File: config.mk
export PLATFORM = sky130hd
export DESIGN_NAME = ntt_ctrl
export DESIGN_NICKNAME = d
export VERILOG_FILES = /design/src/rtl/ntt_ctrl.sv
export SDC_FILE = /design/constraint.sdc
export NUM_CORES = 1
export LEC_CHECK = 0
export CAP_MARGIN = 20
export CORE_ASPECT_RATIO = 0.7
export CORE_MARGIN = 4
export CORE_UTILIZATION = 50
export DETAILED_ROUTE_END_ITERATION = 8
export GPL_TIMING_DRIVEN = 0
export PLACE_DENSITY = 0.76
export SETUP_SLACK_MARGIN = 0.05
export SLEW_MARGIN = 0
export SYNTH_ARGS = -nofsm -noshare
export SYNTH_HDL_FRONTEND = slang
export SYNTH_SLANG_ARGS = --single-unit
export TNS_END_PERCENT = 50
File: constraint.sdc
create_clock -name clk -period 4.05 [get_ports clk]
set_input_delay 0.81 -clock clk [delete_from_list [all_inputs] [get_ports clk]]
set_output_delay 0.81 -clock clk [all_outputs]
set_load 0.02 [all_outputs]
File: src/rtl/ntt_ctrl.sv
// ntt_ctrl: sequencer for one butterfly unit running a full 256-point Kyber NTT/INTT (7 layers x 128 butterflies).
// Latency: first read 1 cycle after start is accepted; done pulses 7*(128+RD_LAT+BF_LAT)+1 cycles after start.
// Backpressure: none; one butterfly per cycle in RUN, start is ignored while busy.
//
// Ports:
//   clk, rst (sync, active-low)        - clock and reset
//   start, inv                         - job request and job type (0 NTT, 1 INTT), sampled in IDLE
//   busy, done, layer, bf_mode         - job status and butterfly mode (11 when idle)
//   rd_en, rd_addr_a/b, tw_addr        - coefficient-pair read and zeta-ROM index
//   wr_en, wr_addr_a/b                 - write-back, the read tuple delayed by RD_LAT+BF_LAT
module ntt_ctrl #(
  parameter int RD_LAT = 1,
  parameter int BF_LAT = 3
) (
  input  logic       clk,
  input  logic       rst,
  input  logic       start,
  input  logic       inv,
  output logic       busy,
  output logic       done,
  output logic [2:0] layer,
  output logic [1:0] bf_mode,
  output logic       rd_en,
  output logic [7:0] rd_addr_a,
  output logic [7:0] rd_addr_b,
  output logic [6:0] tw_addr,
  output logic       wr_en,
  output logic [7:0] wr_addr_a,
  output logic [7:0] wr_addr_b
);

  // Pipeline depth from read issue to write-back.
  localparam int P  = RD_LAT + BF_LAT;
  localparam int CW = (P > 1) ? $clog2(P) : 1;

  typedef enum logic [1:0] {S_IDLE, S_RUN, S_DRAIN} state_t;

  state_t        state_q, state_d;
  logic [6:0]    i_q, i_d;
  logic [2:0]    layer_q, layer_d;
  logic          inv_q, inv_d;
  logic [CW-1:0] drain_q, drain_d;
  logic          done_q, done_d;

  always_ff @(posedge clk) begin
    if (!rst) begin
      state_q <= S_IDLE;
      i_q     <= '0;
      layer_q <= '0;
      inv_q   <= 1'b0;
      drain_q <= '0;
      done_q  <= 1'b0;
    end else begin
      state_q <= state_d;
      i_q     <= i_d;
      layer_q <= layer_d;
      inv_q   <= inv_d;
      drain_q <= drain_d;
      done_q  <= done_d;
    end
  end

  always_comb begin
    state_d = state_q;
    i_d     = i_q;
    layer_d = layer_q;
    inv_d   = inv_q;
    drain_d = drain_q;
    done_d  = 1'b0;
    case (state_q)
      S_IDLE: begin
        if (start) begin
          state_d = S_RUN;
          inv_d   = inv;
          layer_d = '0;
          i_d     = '0;
        end
      end
      S_RUN: begin
        if (i_q == 7'd127) begin
          state_d = S_DRAIN;
          drain_d = '0;
        end else begin
          i_d = i_q + 7'd1;
        end
      end
      S_DRAIN: begin
        // Hold off the next layer until the last write of this layer has landed.
        if (drain_q == CW'(P - 1)) begin
          i_d = '0;
          if (layer_q == 3'd6) begin
            state_d = S_IDLE;
            done_d  = 1'b1;
          end else begin
            layer_d = layer_q + 3'd1;
            state_d = S_RUN;
          end
        end else begin
          drain_d = drain_q + CW'(1);
        end
      end
      default: state_d = S_IDLE;
    endcase
  end

  // Address generation. log2(len) is constant per layer, so group/offset are a
  // shift and a mask: a = 2*len*g + o equals ((i & ~mask) << 1) | (i & mask).
  logic [2:0] shamt;
  logic [7:0] len, mask, i_ext, grp, addr_a, addr_b, tw_full;
  logic       run;

  always_comb begin
    shamt   = inv_q ? (layer_q + 3'd1) : (3'd7 - layer_q);
    len     = 8'd1 << shamt;
    mask    = len - 8'd1;
    i_ext   = {1'b0, i_q};
    grp     = i_ext >> shamt;
    addr_a  = ((i_ext & ~mask) << 1) | (i_ext & mask);
    addr_b  = addr_a + len;
    // NTT walks the zeta table upward from 1<<l; INTT walks it downward.
    tw_full = inv_q ? ((8'd128 >> layer_q) - 8'd1 - grp) : ((8'd1 << layer_q) + grp);
    run     = (state_q == S_RUN);
  end

  assign busy      = (state_q != S_IDLE);
  assign done      = done_q;
  assign layer     = layer_q;
  // Mode is held through DRAIN so in-flight butterflies finish in the job's mode.
  assign bf_mode   = busy ? {1'b0, inv_q} : 2'b11;
  assign rd_en     = run;
  assign rd_addr_a = run ? addr_a : 8'd0;
  assign rd_addr_b = run ? addr_b : 8'd0;
  assign tw_addr   = run ? tw_full[6:0] : 7'd0;

  // Write-back delay line; clearing it on reset drops writes for in-flight reads.
  logic [P-1:0] wv_q;
  logic [7:0]   wa_q [P];
  logic [7:0]   wb_q [P];

  always_ff @(posedge clk) begin
    if (!rst) begin
      wv_q <= '0;
      for (int k = 0; k < P; k++) begin
        wa_q[k] <= 8'd0;
        wb_q[k] <= 8'd0;
      end
    end else begin
      wv_q[0] <= rd_en;
      wa_q[0] <= rd_addr_a;
      wb_q[0] <= rd_addr_b;
      for (int k = 1; k < P; k++) begin
        wv_q[k] <= wv_q[k-1];
        wa_q[k] <= wa_q[k-1];
        wb_q[k] <= wb_q[k-1];
      end
    end
  end

  assign wr_en     = wv_q[P-1];
  assign wr_addr_a = wa_q[P-1];
  assign wr_addr_b = wb_q[P-1];

endmodule

* After elaboration in Yosys (flattened, before gate mapping)
Memories as Yosys holds them, arrays and structs flattened.
Index checks and enable logic that the tools add are counted.
** Operators by class
- $add $sub $neg :: 9
- Multipliers :: 0
- Divide/modulo/power cells :: 0
- Magnitude comparators :: 0
- Equal/unequal tests :: 11
- Shift operators :: 4
- Multiplexer cells :: 33
- Bitwise operators :: 12
- Reductions and logical operators :: 11
** Operators with widths (count)
- two-way mux 8 bit :: 10
- two-way mux 7 bit :: 5
- case mux 7 bit (3 select lines) :: 1
- two-way mux 2 bit :: 6
- two-way mux 3 bit :: 4
- != test 2 bit, second input constant :: 5
- AND reduction 3 bit :: 3
- adder 8 bit :: 1
- bitwise AND 7 x 8 -> 8 bit :: 1
- bitwise OR 1 bit :: 8
- bitwise OR 8 bit :: 1
- AND reduction 4 bit :: 2
- << shifter 1 x 3 -> 8 bit, first input constant :: 1
- right shift 8 x 3 -> 7 bit, first input constant :: 1
- subtractor 8 x 1 -> 8 bit, second input constant :: 1
- adder 7 x 1 -> 7 bit, second input constant :: 1
- adder 7 bit :: 1
- bitwise AND 7 bit :: 1
- == test 7 bit, second input constant :: 1
- inverter 7 bit :: 1
- << shifter 1 x 3 -> 7 bit, first input constant :: 1
- right shift 7 x 3 -> 7 bit :: 1
- subtractor 7 x 1 -> 7 bit, second input constant :: 1
- subtractor 7 bit :: 1
- 15 further kinds :: 21
** Word-level totals
- Register bits :: 20
- Latch bits :: 0
- Bits in writable memories :: 64
- Memory bits (read-only) :: 0
- Input bits :: 4
- Logic and storage cells :: 89
- Memories :: 2
** Memories
- wa_q :: depth 4, bits a word 8, read ports 4, clocked after memory_dff 0, write ports 4, line 137 : logic [7:0] wa_q [P];
- wb_q :: depth 4, bits a word 8, read ports 4, clocked after memory_dff 0, write ports 4, line 138 : logic [7:0] wb_q [P];

* Longest topological paths before layout
Gate-level depths: netlist of the first run.
- Depth in word-level cells :: 10
- Depth in mapped cells :: 17
- Mapped depth without buffers :: 16

* Least setup slack after synthesis of the first run
Ideal clock, no wire load.
- Path kind :: register -> output
- From :: register layer_q[0] (netlist: layer[0])
- To :: output tw_addr[6]
- Arrival time :: 3.930 ns
- Slack :: -0.690 ns
- Stages on the path, launching flop included :: 17
- Cells stage by stage :: dfxtp_1 -> buf_2 -> clkinv_1 -> ha_1 -> and2_2 -> nor3_4 -> a22oi_1 -> o21ai_0 -> inv_1 -> ha_1 -> fa_1 -> a21o_1 -> a21oi_1 -> o21bai_1 -> a21oi_1 -> xnor2_1 -> a211oi_2
** Between the ends
- Cells in the longest elaborated chain, start to end :: 6
- Elaborated cells on any way between the ends :: 11
** Ends and longest elaborated chain
- start: declaration :: line 40 : logic [2:0] layer_q, layer_d;
- start signal: assignment :: line 56 : layer_q <= layer_d;
- parallel branches: the longest is 4 deep, another holds subtractor 7 x 1 -> 7 bit
- two-way mux 7 bit (*) :: line 121 : tw_full = inv_q ? ((8'd128 >> layer_q) - 8'd1 - grp) : ((8'd1 << layer_q) + grp);
- two-way mux 7 bit (*) :: line 133 : assign tw_addr = run ? tw_full[6:0] : 7'd0;
- end: declaration :: line 26 : output logic [6:0] tw_addr,
Mark *: on every way between the ends.

* Worst setup path in the final report of the first run
Ends and elaborated chain as after synthesis.

==> impl_metrics.env, run 1 <==
export IMPL_max_vdd_ir_drop_v=0.000241
export IMPL_worstHoldEndpoint="wa_q[3][2]"
export IMPL_first_pass_iters=5
export IMPL_core_area_um2=7970
export IMPL_critPathSlowestCell="dfxtp_4"
export IMPL_grt_ovfl_total=0
export IMPL_insertion_delay_ns=0.34
export IMPL_rr_worst_depth=20
export IMPL_dpl_hpwl_um=7640
export IMPL_synth_nets=502
export IMPL_hold_class="reg2reg"
export IMPL_arrival_ns=3.57
export IMPL_cts_sinks=84
export IMPL_leakagePower_nw=2.42
export IMPL_grt_max_degree=17
export IMPL_antenna_found_initial=0
export IMPL_crit_required_ns=3.24
export IMPL_reg2reg_setup_slack_ns=0.58
export IMPL_critPathLaunchType="flop"
export IMPL_cts_tree="yes"
export IMPL_die_area_um2=9890
export IMPL_outcome="finished, violations left"
export IMPL_rows=27
export IMPL_finalHoldViolations=0
export IMPL_finalCriticalPeriod_ns=4.38
export IMPL_synth_cell_type_count=61
export IMPL_wl_per_cell_um=17.5
export IMPL_nNetsFinal=608
export IMPL_ys_flop_type="dfxtp_1"
export IMPL_drt_total_wl_um=11900
export IMPL_drive_above_1_share_pct=28.7
export IMPL_rsz0062_at_grt="yes"
export IMPL_drc=0
export IMPL_place_gp_congestion=0.891
export IMPL_cts_buffer_depth=2
export IMPL_min_from="wa_q[2][2]"
export IMPL_grt_pass1_vias=3670
export IMPL_antenna_cells=0
export IMPL_cts_hold_buf=0
export IMPL_synth_seq_cells=84
export IMPL_worstReg2RegStart="layer[0]"
export IMPL_fin_crit_sh_pct=108
export IMPL_finalClockSkew_ns=0.00451
export IMPL_vias=3780
export IMPL_via_per_inst=5.54
export IMPL_critical_path_top_delay_family="compound AO/OA/AOI/OAI gates"
export IMPL_timing_critical_path_mode_cell="buf_4"
export IMPL_whs_path_depth=1
export IMPL_die_h_um=84.4
export IMPL_worstReg2RegEnd="wb_q[0][7]"
export IMPL_cts_htree_levels=3
export IMPL_max_slew_margin_pct=58.5
export IMPL_pin_count=52
export IMPL_slowest_delay_ns=0.40
export IMPL_cts_buffers=9
export IMPL_postSynth_asyncResetShare_pct=0
export IMPL_crit_fanout=5
export IMPL_stdcell_count=682
export IMPL_dp_cells=622
export IMPL_synth_seq_area_share_pct=40.3
export IMPL_max_freq_ghz=0.228
export IMPL_synth_edf_count=0
export IMPL_clk_pin_slew_ns=0.06
export IMPL_critPathKind="reg2out"
export IMPL_synth_cells=470
export IMPL_power_density_nw_per_um2=307
export IMPL_die_w_um=117
export IMPL_grt_pass1_wl_um=18800
export IMPL_worstPathCellList="buf_12, clkinv_8, ha_4, buf_4, nand2_8, buf_4, nand2_2, a21oi_2, o21ai_0, and2_1, ha_1, o21a_1, o31a_1, o22ai_1, xnor2_1, nor2_1, a211oi_2, buf_4"
export IMPL_setup_viol=6
export IMPL_syn_to_final_growth_pct=42.1
export IMPL_drt_initial_drc_count=345
export IMPL_grt_use_total_pct=24.5
export IMPL_worst_slack_ns=-0.334
export IMPL_portBuffers=51
export IMPL_tightestPinTransition_ns=0.616
export IMPL_slew_viol_final=0
export IMPL_syn_area_um2=4170
export IMPL_root_buffer="clkbuf_16"
export IMPL_yosys_warnings=0
export IMPL_place_ws_ns=-0.872
export IMPL_crit_buf_inv=5
export IMPL_cap_violations=0
export IMPL_antenna_left=0
export IMPL_cp_end_kind="primary output"
export IMPL_avgSynthCellArea_um2=8.87
export IMPL_initial_utilization_pct=52.3
export IMPL_violations="setup timing"
[routing by layer]
metal  vias up  track usage [%]  wire [um]
met5         -                0          0
met4         0             6.35        178
met3        25             6.34        941
met2       183             37.9       5390
met1      1783             34.0       5430
li1       1789                -          -
[logic make-up (layout without fill, tap and decap cells)]
group | Yosys count | after routing | share of synthesized area (%)
muxes | 7 | 7 | 2.61
buffers and inverters | 51 | 161 | 4.98
and+or+nand+nor | 189 | 190 | 24.0
xor gates and xnor gates | 20 | 20 | 4.20
other | 1 | 1 | 0.0899
adders and majority gates | 28 | 28 | 8.76
AOI/OAI and AO/OA | 90 | 90 | 15.0
DFF | 84 | 84 | 40.3
[metrics by stage]
stage | total power [mW] | utilization, % | area, um2 | TNS (ns) | hold slack, ns
finish | 1.82 | 74.3 | 5920 | -1.00 | 0.429
global route | 1.88 | 74.3 | 5920 | -1.94 | 0.437
CTS | 1.82 | 71.6 | 5710 | -0.810 | 0.428
detailed placement | 0.974 | 61.2 | 4880 | -5.76 | 0.418
global placement | 0.972 | 61.2 | 4880 | -5.49 | 0.414
floorplan | 0.930 | - | 4240 | 0 | 0.412
[what timing repair did]
action                     in CTS  in global routing
resized for setup             106                 36
cloned                          1                  0
setup endpoints to repair      15                 13
setup buffers                  34                  9
pin swaps                      40                 21
[registers in the layout, summed over array words and instances (netlist names)]
name     count
done         1
state_q      2
drain_q      2
wv_q         4
inv_q        1
wa_q        32
wb_q        32
i_q          7
layer        3
[cell type report]
type,instances,area (um2)
clock inverters,7,81.3
flip-flops and latches,84,1690
clock buffers,9,225
multi-input cells,336,2740
well taps,101,126
inverters,28,120
fillers,584,2050
repair buffers,94,801
plain buffers,23,135
[how the worst max path moves through the flow]
| stage | start | end | slack, ns | cells after the start |
|---|---|---|---|---|
| after floorplan | layer[0] | tw_addr[6] | 0.04 | 16 |
| after global placement | layer[0] | tw_addr[6] | -0.86 | 17 |
| after detailed placement | layer[0] | tw_addr[6] | -0.87 | 17 |
| after CTS | layer[0] | tw_addr[6] | -0.37 | 18 |
| after global routing | layer[0] | tw_addr[6] | -0.49 | 18 |
| final | layer[0] | tw_addr[6] | -0.33 | 18 |
[synthesized netlist by cell type, types with 2 or more instances]
cell       n  share of area [%]
o31ai_1    2               0.36
nand4_1    3               0.45
mux4_2     2                1.1
nand3_1    4               0.48
a31oi_2    2               0.60
and3_1     5               0.75
buf_2      7               0.84
a22oi_1    2               0.36
and2_1    61                9.2
a21o_1     4               0.72
nand2_1   29                2.6
nor2b_1    9                1.4
o32a_1     2               0.48
a21boi_0   3               0.54
nor3_1     7               0.84
a22o_1     3               0.63
dfxtp_1   84                 40
o21ai_0   18                2.2
a21oi_1   25                3.0
nand2b_1   4               0.60
inv_1     27                2.4
o21bai_1   3               0.54
o31a_1     2               0.42
mux2i_1    3               0.72
xor2_1     6                1.3
clkbuf_1  15                1.4
a31oi_1    2               0.30
nor3b_1    3               0.54
nor2_1    54                4.9
or2_2      2               0.30
fa_1       2               0.96
o21a_1     3               0.54
ha_1      26                7.8
a211oi_1   6                1.1
xnor2_1   14                2.9
[layout by cell type (no fill, tap or decap), types with 4 or more instances in the layout]
| cell type | count |
|---|---|
| dfxtp_1 | 81 |
| and2_1 | 61 |
| nor2_1 | 50 |
| buf_4 | 50 |
| clkdlybuf4s50_1 | 38 |
| nand2_1 | 26 |
| inv_1 | 23 |
| a21oi_1 | 17 |
| ha_1 | 13 |
| clkbuf_1 | 12 |
| ha_4 | 11 |
| o21ai_0 | 10 |
| a21oi_2 | 9 |
| xnor2_1 | 9 |
| clkbuf_16 | 9 |
| buf_2 | 8 |
| nor2b_1 | 8 |
| nor3_1 | 6 |
| xnor2_2 | 5 |
| and3_1 | 5 |
| nand2b_1 | 4 |
| o21ai_2 | 4 |
| xor2_1 | 4 |
| a21o_1 | 4 |
[report_power, final]
group | switching, mW | total, mW | internal (mW)
registers | 0.00229 | 0.833 | 0.831
clock network | 0.342 | 0.831 | 0.488
logic | 0.0923 | 0.157 | 0.0648
total | 0.437 | 1.82 | 1.38
Note: power is estimated with default switching activity, not from simulation.
==> run 2, diff against run 1 <==
Settings changed: REMOVE_ABC_BUFFERS from default to 1, TNS_END_PERCENT 50 to default.
==> run 2 against run 1 <==
Against the previous run: the flow still finishes with violations (setup timing); setup slack improved by 0.012 ns; clock skew is 0.0046 ns higher; utilization is 3.5 points lower; maximum frequency rose by 0.28%; via count down 3.6%; non-clock buffer count is 23 lower; combinational power down 15%; critical path depth fell by 1; sequential share of layout area up 1.5 points; clock-buffer cell count stayed put; critical path type unchanged; highest routed layer unchanged.
==> impl_metrics.env, run 2 (same netlist as run 1, synthesis figures left out) <==
export IMPL_cts_buffer_depth=2
export IMPL_initial_utilization_pct=52.3
export IMPL_violations="setup timing"
export IMPL_finalSetupTns_ns=-1.08
export IMPL_root_buffer="clkbuf_16"
export IMPL_reg_largest_list="wa_q: 32 flops, wb_q: 32 flops, i_q: 7 flops"
export IMPL_syn_to_final_growth_pct=35.4
export IMPL_hold_class="reg2reg"
export IMPL_cap_violations=0
export IMPL_grt_max_degree=68
export IMPL_vias=3645
export IMPL_die_area_um2=9890
export IMPL_cts_htree_levels=3
export IMPL_cts_buffers=9
export IMPL_first_pass_iters=5
export IMPL_outcome="finished, violations left"
export IMPL_max_slew_margin_pct=33.3
export IMPL_slew_viol_final=0
export IMPL_cts_tree="yes"
export IMPL_wl_per_cell_um=16.4
export IMPL_critPathKind="reg2out"
export IMPL_finalHoldViolations=0
export IMPL_setup_viol=7
export IMPL_cp_end_kind="primary output"
export IMPL_die_h_um=84.4
export IMPL_final_common_cell="dfxtp_1"
export IMPL_antenna_left=0
export IMPL_rows=27
export IMPL_final_cell_mix="80 x dfxtp_1, 61 x and2_1, 53 x nor2_1, 48 x buf_4, 37 x clkdlybuf4s50_1"
export IMPL_via_per_inst=5.54
export IMPL_finalClockSkew_ns=0.00909
export IMPL_place_ws_ns=-2.15
export IMPL_clk_pin_slew_ns=0.07
export IMPL_crit_required_ns=3.24
export IMPL_antenna_found_initial=0
export IMPL_fin_util_pct=70.8
export IMPL_min_from="wa_q[1][7]"
export IMPL_leakagePower_nw=2.36
export IMPL_grt_pass1_wl_um=16600
export IMPL_arrival_ns=3.56
export IMPL_power_density_nw_per_um2=319
export IMPL_fin_crit_sh_pct=108
export IMPL_dpl_hpwl_um=6360
export IMPL_die_w_um=117
export IMPL_pin_count=52
export IMPL_crit_start="layer[0]"
export IMPL_drc=0
export IMPL_grt_pass1_vias=3450
export IMPL_rsz0062_at_grt="yes"
export IMPL_drive_above_1_share_pct=25.1
export IMPL_critPathLaunchType="flop"
export IMPL_drt_initial_drc_count=248
export IMPL_worstReg2RegStart="layer[0]"
export IMPL_portBuffers=51
export IMPL_tightestPinTransition_ns=1.00
export IMPL_max_freq_ghz=0.229
export IMPL_total_power_mw=1.80
export IMPL_core_area_um2=7970
export IMPL_insertion_delay_ns=0.33
export IMPL_finalCriticalPeriod_ns=4.37
export IMPL_antenna_cells=0
export IMPL_max_vdd_ir_drop_v=0.000233
export IMPL_drt_total_wl_um=10800
export IMPL_cts_sinks=84
export IMPL_nNetsFinal=584
export IMPL_grt_ovfl_total=0
export IMPL_fin_hold_ws_ns=0.423
export IMPL_crit_fanout=4
export IMPL_worst_slack_ns=-0.322
export IMPL_place_gp_congestion=0.903
export IMPL_grt_use_total_pct=21.2
-- run 2: final cells by class --
class                      instances  area [um2]
sequential                        84        1700
inverter                          28         118
tap                              101         126
multi-input combinational        335        2590
fill                             587        2330
timing repair buffer              94         810
clock inverter                     7        80.1
clock buffer                       9         225
-- run 2: final timing paths --
check / to / slack [ns] / depth (start not counted)
min reg2reg: wa_q[2][7] / 0.42 / 1
max: rd_addr_b[7] / -0.32 / 17
min: wa_q[2][7] / 0.42 / 1
max reg2reg: wb_q[0][7] / 0.35 / 21
-- run 2: layer usage --
| layer | GRT usage, % | share of wire (%) |
|---|---|---|
| met1 | 28.6 | 44 |
| met2 | 32.9 | 47 |
| met5 | 0 | 0 |
| met4 | 7.40 | 1.6 |
| met3 | 5.62 | 8.0 |
-- run 2: repair_timing --
item                                    4_1_cts  5_1_grt
hold buffers                                  0        0
setup buffers                                34        9
endpoints found under the setup margin       28       13
cloned                                        0        0
gates resized for setup                      82       52
pin swaps                                    21       19
-- run 2: per-stage QoR --
stage | instance area, um2 | cells
after floorplan | 4070 | 447
after CTS | 5440 | 649
after global routing | 5650 | 658
final | 5650 | 658
after global placement | 4700 | 599
after detailed placement | 4700 | 599
-- run 2: worst max-delay path, cell delays in order, from the launching register on --
cell	delay, ns
dfxtp_4	0.43
clkinv_8	0.07
ha_4	0.26
and2_4	0.19
nor3_4	0.21
buf_4	0.16
xnor2_2	0.07
a22o_1	0.26
a21oi_2	0.17
inv_1	0.09
ha_4	0.30
nand2_1	0.07
o21ai_2	0.18
a21oi_2	0.10
a41oi_2	0.17
xor2_1	0.23
nor2_1	0.07
buf_4	0.20
-- run 2: report_power, final --
group | leakage, nW | internal (mW) | switching, mW | total (mW)
clock network | 0.149 | 0.487 | 0.339 | 0.826
registers | 0.681 | 0.831 | 0.00935 | 0.840
logic | 1.53 | 0.0587 | 0.0744 | 0.133
==> run 3, diff against run 2 <==
Settings changed: ABC_AREA from default to 1.
==> run 3 against run 2 <==
Against the previous run: the run still ends with setup timing left; utilization fell by 1.7 points; via count rose by 6.4%; highest routed layer unchanged; critical path depth rose by 5; final cell count rose by 14%; die area rose by 0.91%; critical endpoint is now tw_addr[6]; setup slack improved by 0.17 ns; clock power fell by 7.9%; critical path type unchanged.
==> impl_metrics.env, run 3 <==
export IMPL_syn_area_um2=4210
export IMPL_slew_viol_final=0
export IMPL_max_freq_ghz=0.238
export IMPL_hold_class="reg2reg"
export IMPL_tightestPinTransition_ns=0.953
export IMPL_drt_total_wl_um=10500
export IMPL_crit_required_ns=3.24
export IMPL_yosys_warnings=0
export IMPL_die_w_um=118
export IMPL_final_cell_mix="123 x nand2_1, 112 x inv_1, 80 x dfxtp_1, 41 x nor2_1, 36 x clkdlybuf4s50_1"
export IMPL_finalSetupTns_ns=-0.256
export IMPL_outcome="finished, violations left"
export IMPL_die_area_um2=9980
export IMPL_wl_met1_um=4850
export IMPL_rsz0062_at_grt="yes"
export IMPL_yosysMostFrequentCell="nand2_1"
export IMPL_p_clk_share_pct=43.1
export IMPL_pin_count=52
export IMPL_rows=27
export IMPL_p_sw_mw=0.457
export IMPL_insertion_delay_ns=0.35
export IMPL_power_frac_comb_pct=9.1
export IMPL_place_gp_congestion=0.889
export IMPL_antenna_found_initial=0
export IMPL_finalHoldViolations=0
export IMPL_dpl_hpwl_um=6630
export IMPL_fin_crit_sh_pct=104
export IMPL_grt_pass1_vias=3674
export IMPL_crit_buf_inv=6
export IMPL_antenna_cells=0
export IMPL_synth_cell_type_count=48
export IMPL_violations="setup timing"
export IMPL_drt_initial_drc_count=353
export IMPL_postSynth_asyncResetShare_pct=0
export IMPL_power_density_nw_per_um2=318
export IMPL_pwr_share_seq_pct=47.8
export IMPL_synth_seq_cells=84
export IMPL_swShare_pct=25.9
export IMPL_yosys_area_top_type="dfxtp_1"
export IMPL_top_layer="met4"
export IMPL_grt_max_degree=60
export IMPL_via_per_inst=5.15
export IMPL_critPathKind="reg2out"
export IMPL_max_slew_margin_pct=36.5
export IMPL_met3WireLength_um=679
export IMPL_critPathLaunchType="flop"
export IMPL_cts_buffer_depth=2
export IMPL_cts_tree="yes"
export IMPL_synth_commonest_cells="132 x nand2_1, 117 x inv_1, 84 x dfxtp_1, 44 x nor2_1, 28 x a21oi_1"
export IMPL_grt_ovfl_total=0
export IMPL_reg_largest_list="wa_q: 32 flops, wb_q: 32 flops, i_q: 7 flops"
export IMPL_cts_htree_levels=3
export IMPL_postLayoutCellArea_um2=5560
export IMPL_crit_fanout=9
export IMPL_nFillCells=640
export IMPL_grt_pass1_wl_um=16900
export IMPL_worstPathCellList="inv_8, ha_4, inv_4, nand2_4, nand2_8, o21ai_2, inv_1, o21ai_2, inv_1, ha_2, fa_2, nand2_1, inv_1, o21ai_1, nand2_1, nand2_2, nand2_2, a21oi_2, o21ai_1, a21oi_1, nor2_1, buf_4"
export IMPL_synth_cells=575
export IMPL_total_power_mw=1.77
export IMPL_max_vdd_ir_drop_v=0.000196
export IMPL_die_h_um=84.8
export IMPL_final_common_cell="nand2_1"
export IMPL_wl_met2_um=4800
export IMPL_critPathSlowestCell="dfxtp_4"
export IMPL_root_buffer="clkbuf_16"
export IMPL_antenna_left=0
export IMPL_synth_seq_area_share_pct=39.9
export IMPL_drc=0
export IMPL_internal_power_mw=1.31
export IMPL_wl_per_cell_um=13.9
export IMPL_dp_cells=710
export IMPL_critical_path_top_delay_family="adder cells"
export IMPL_cap_violations=0
export IMPL_ys_flop_type="dfxtp_1"
export IMPL_setup_viol=4
export IMPL_post_dp_cell_area_um2=4740
export IMPL_finalCriticalPeriod_ns=4.20
export IMPL_worst_slack_ns=-0.154
export IMPL_netlist_area_leader_share_pct=39.9
export IMPL_arrival_ns=3.39
export IMPL_initial_utilization_pct=52.4
export IMPL_fin_util_pct=69.1
export IMPL_nNetsFinal=680
export IMPL_cts_sinks=84
export IMPL_ys_top_cells_by_area="dfxtp_1 40%, nand2_1 12%, inv_1 10%"
export IMPL_drive_above_1_share_pct=20.9
export IMPL_slowest_delay_ns=0.40
export IMPL_stdcell_count=753
export IMPL_first_pass_iters=5
export IMPL_syn_to_final_growth_pct=32.0
export IMPL_timing_critical_path_mode_cell="inv_1"
export IMPL_leakagePower_nw=2.74
export IMPL_finalClockSkew_ns=0.00997
export IMPL_vias=3878
export IMPL_core_area_um2=8040
export IMPL_cp_end_kind="primary output"
export IMPL_synth_edf_count=0
export IMPL_avgSynthCellArea_um2=7.32
export IMPL_cts_buffers=9
export IMPL_grt_use_total_pct=21.1
export IMPL_clk_pin_slew_ns=0.07
export IMPL_portBuffers=51
==> run 3: changes by cell type after synthesis, sizes merged, moves of 9 or more <==
cell / change
nand3: +20
and2: -61
xnor2: -14
inv: +95
nand2: +109
o21ai: +12
nor2b: -9
==> run 3: metrics by stage <==
step	setup WS, ns	hold slack (ns)
3_5_place_dp	-1.28	0.397
5_1_grt	-0.335	0.430
3_3_place_gp	-1.22	0.392
4_1_cts	-0.118	0.411
2_1_floorplan	-0.386	0.390
6_report	-0.154	0.408
==> run 3: worst reg2reg max path: cells and delay by family, from the launching register on <==
family,cells,cell delay (ns)
AND/OR/NAND/NOR,11,1.17
AO/OA/AOI/OAI,3,0.45
buffers and inverters,2,0.21
XOR/XNOR,1,0.19
adder cells (fa/ha/maj),2,0.48
flip-flops,1,0.40
==> run 3: cell families (layout without fill, tap and decap cells) <==
family,Yosys count,count (layout),share of synthesized area [%]
other,1,1,0.0890
and+or+nand+nor,242,242,25.8
adders and majority gates,28,28,8.67
xor gates and xnor gates,6,6,1.25
DFF,84,84,39.9
AOI/OAI and AO/OA,75,75,10.7
buffers and inverters,139,216,13.5
==> run 3: per-layer routing <==
metal	global-route usage, %	vias to the layer above
li1	-	1919
met1	26.4	1826
met2	34.8	118
met3	7.14	15
met4	5.96	0
met5	0	-
==> run 3: cell type report <==
| class | instances | area (um2) | share of cell area, % |
|---|---|---|---|
| Clock inverter | 6 | 50.0 | 0.900 |
| Timing Repair Buffer | 79 | 708 | 12.7 |
| Clock buffer | 9 | 225 | 4.05 |
| Multi-Input combinational cell | 352 | 2280 | 40.9 |
| Sequential cell | 84 | 1700 | 30.5 |
| Tap cell | 101 | 126 | 2.27 |
| Inverter | 122 | 475 | 8.55 |
==> run 3: final timing paths <==
kind,slack (ns),depth (start not counted),endpoint,from
hold reg to reg,0.41,2,wa_q[3][1],wa_q[2][1]
setup / recovery,-0.15,22,tw_addr[6],layer[0]
setup reg to reg,1.09,19,wb_q[0][6],layer[0]
hold / removal,0.41,2,wa_q[3][1],wa_q[2][1]
==> run 3: what timing repair did <==
action,CTS,global route
pin swaps,9,31
buffers inserted,16,12
resized for setup,85,55
setup endpoints to repair,22,19
hold buffers,0,0
==> run 3: power groups by stage <==
stage,clock network (mW),logic (mW),registers [mW]
floorplan,0,0.0833,0.862
global placement,0,0.135,0.863
detailed placement,0,0.137,0.863
CTS,0.774,0.148,0.843
global route,0.811,0.175,0.845
finish,0.761,0.162,0.844
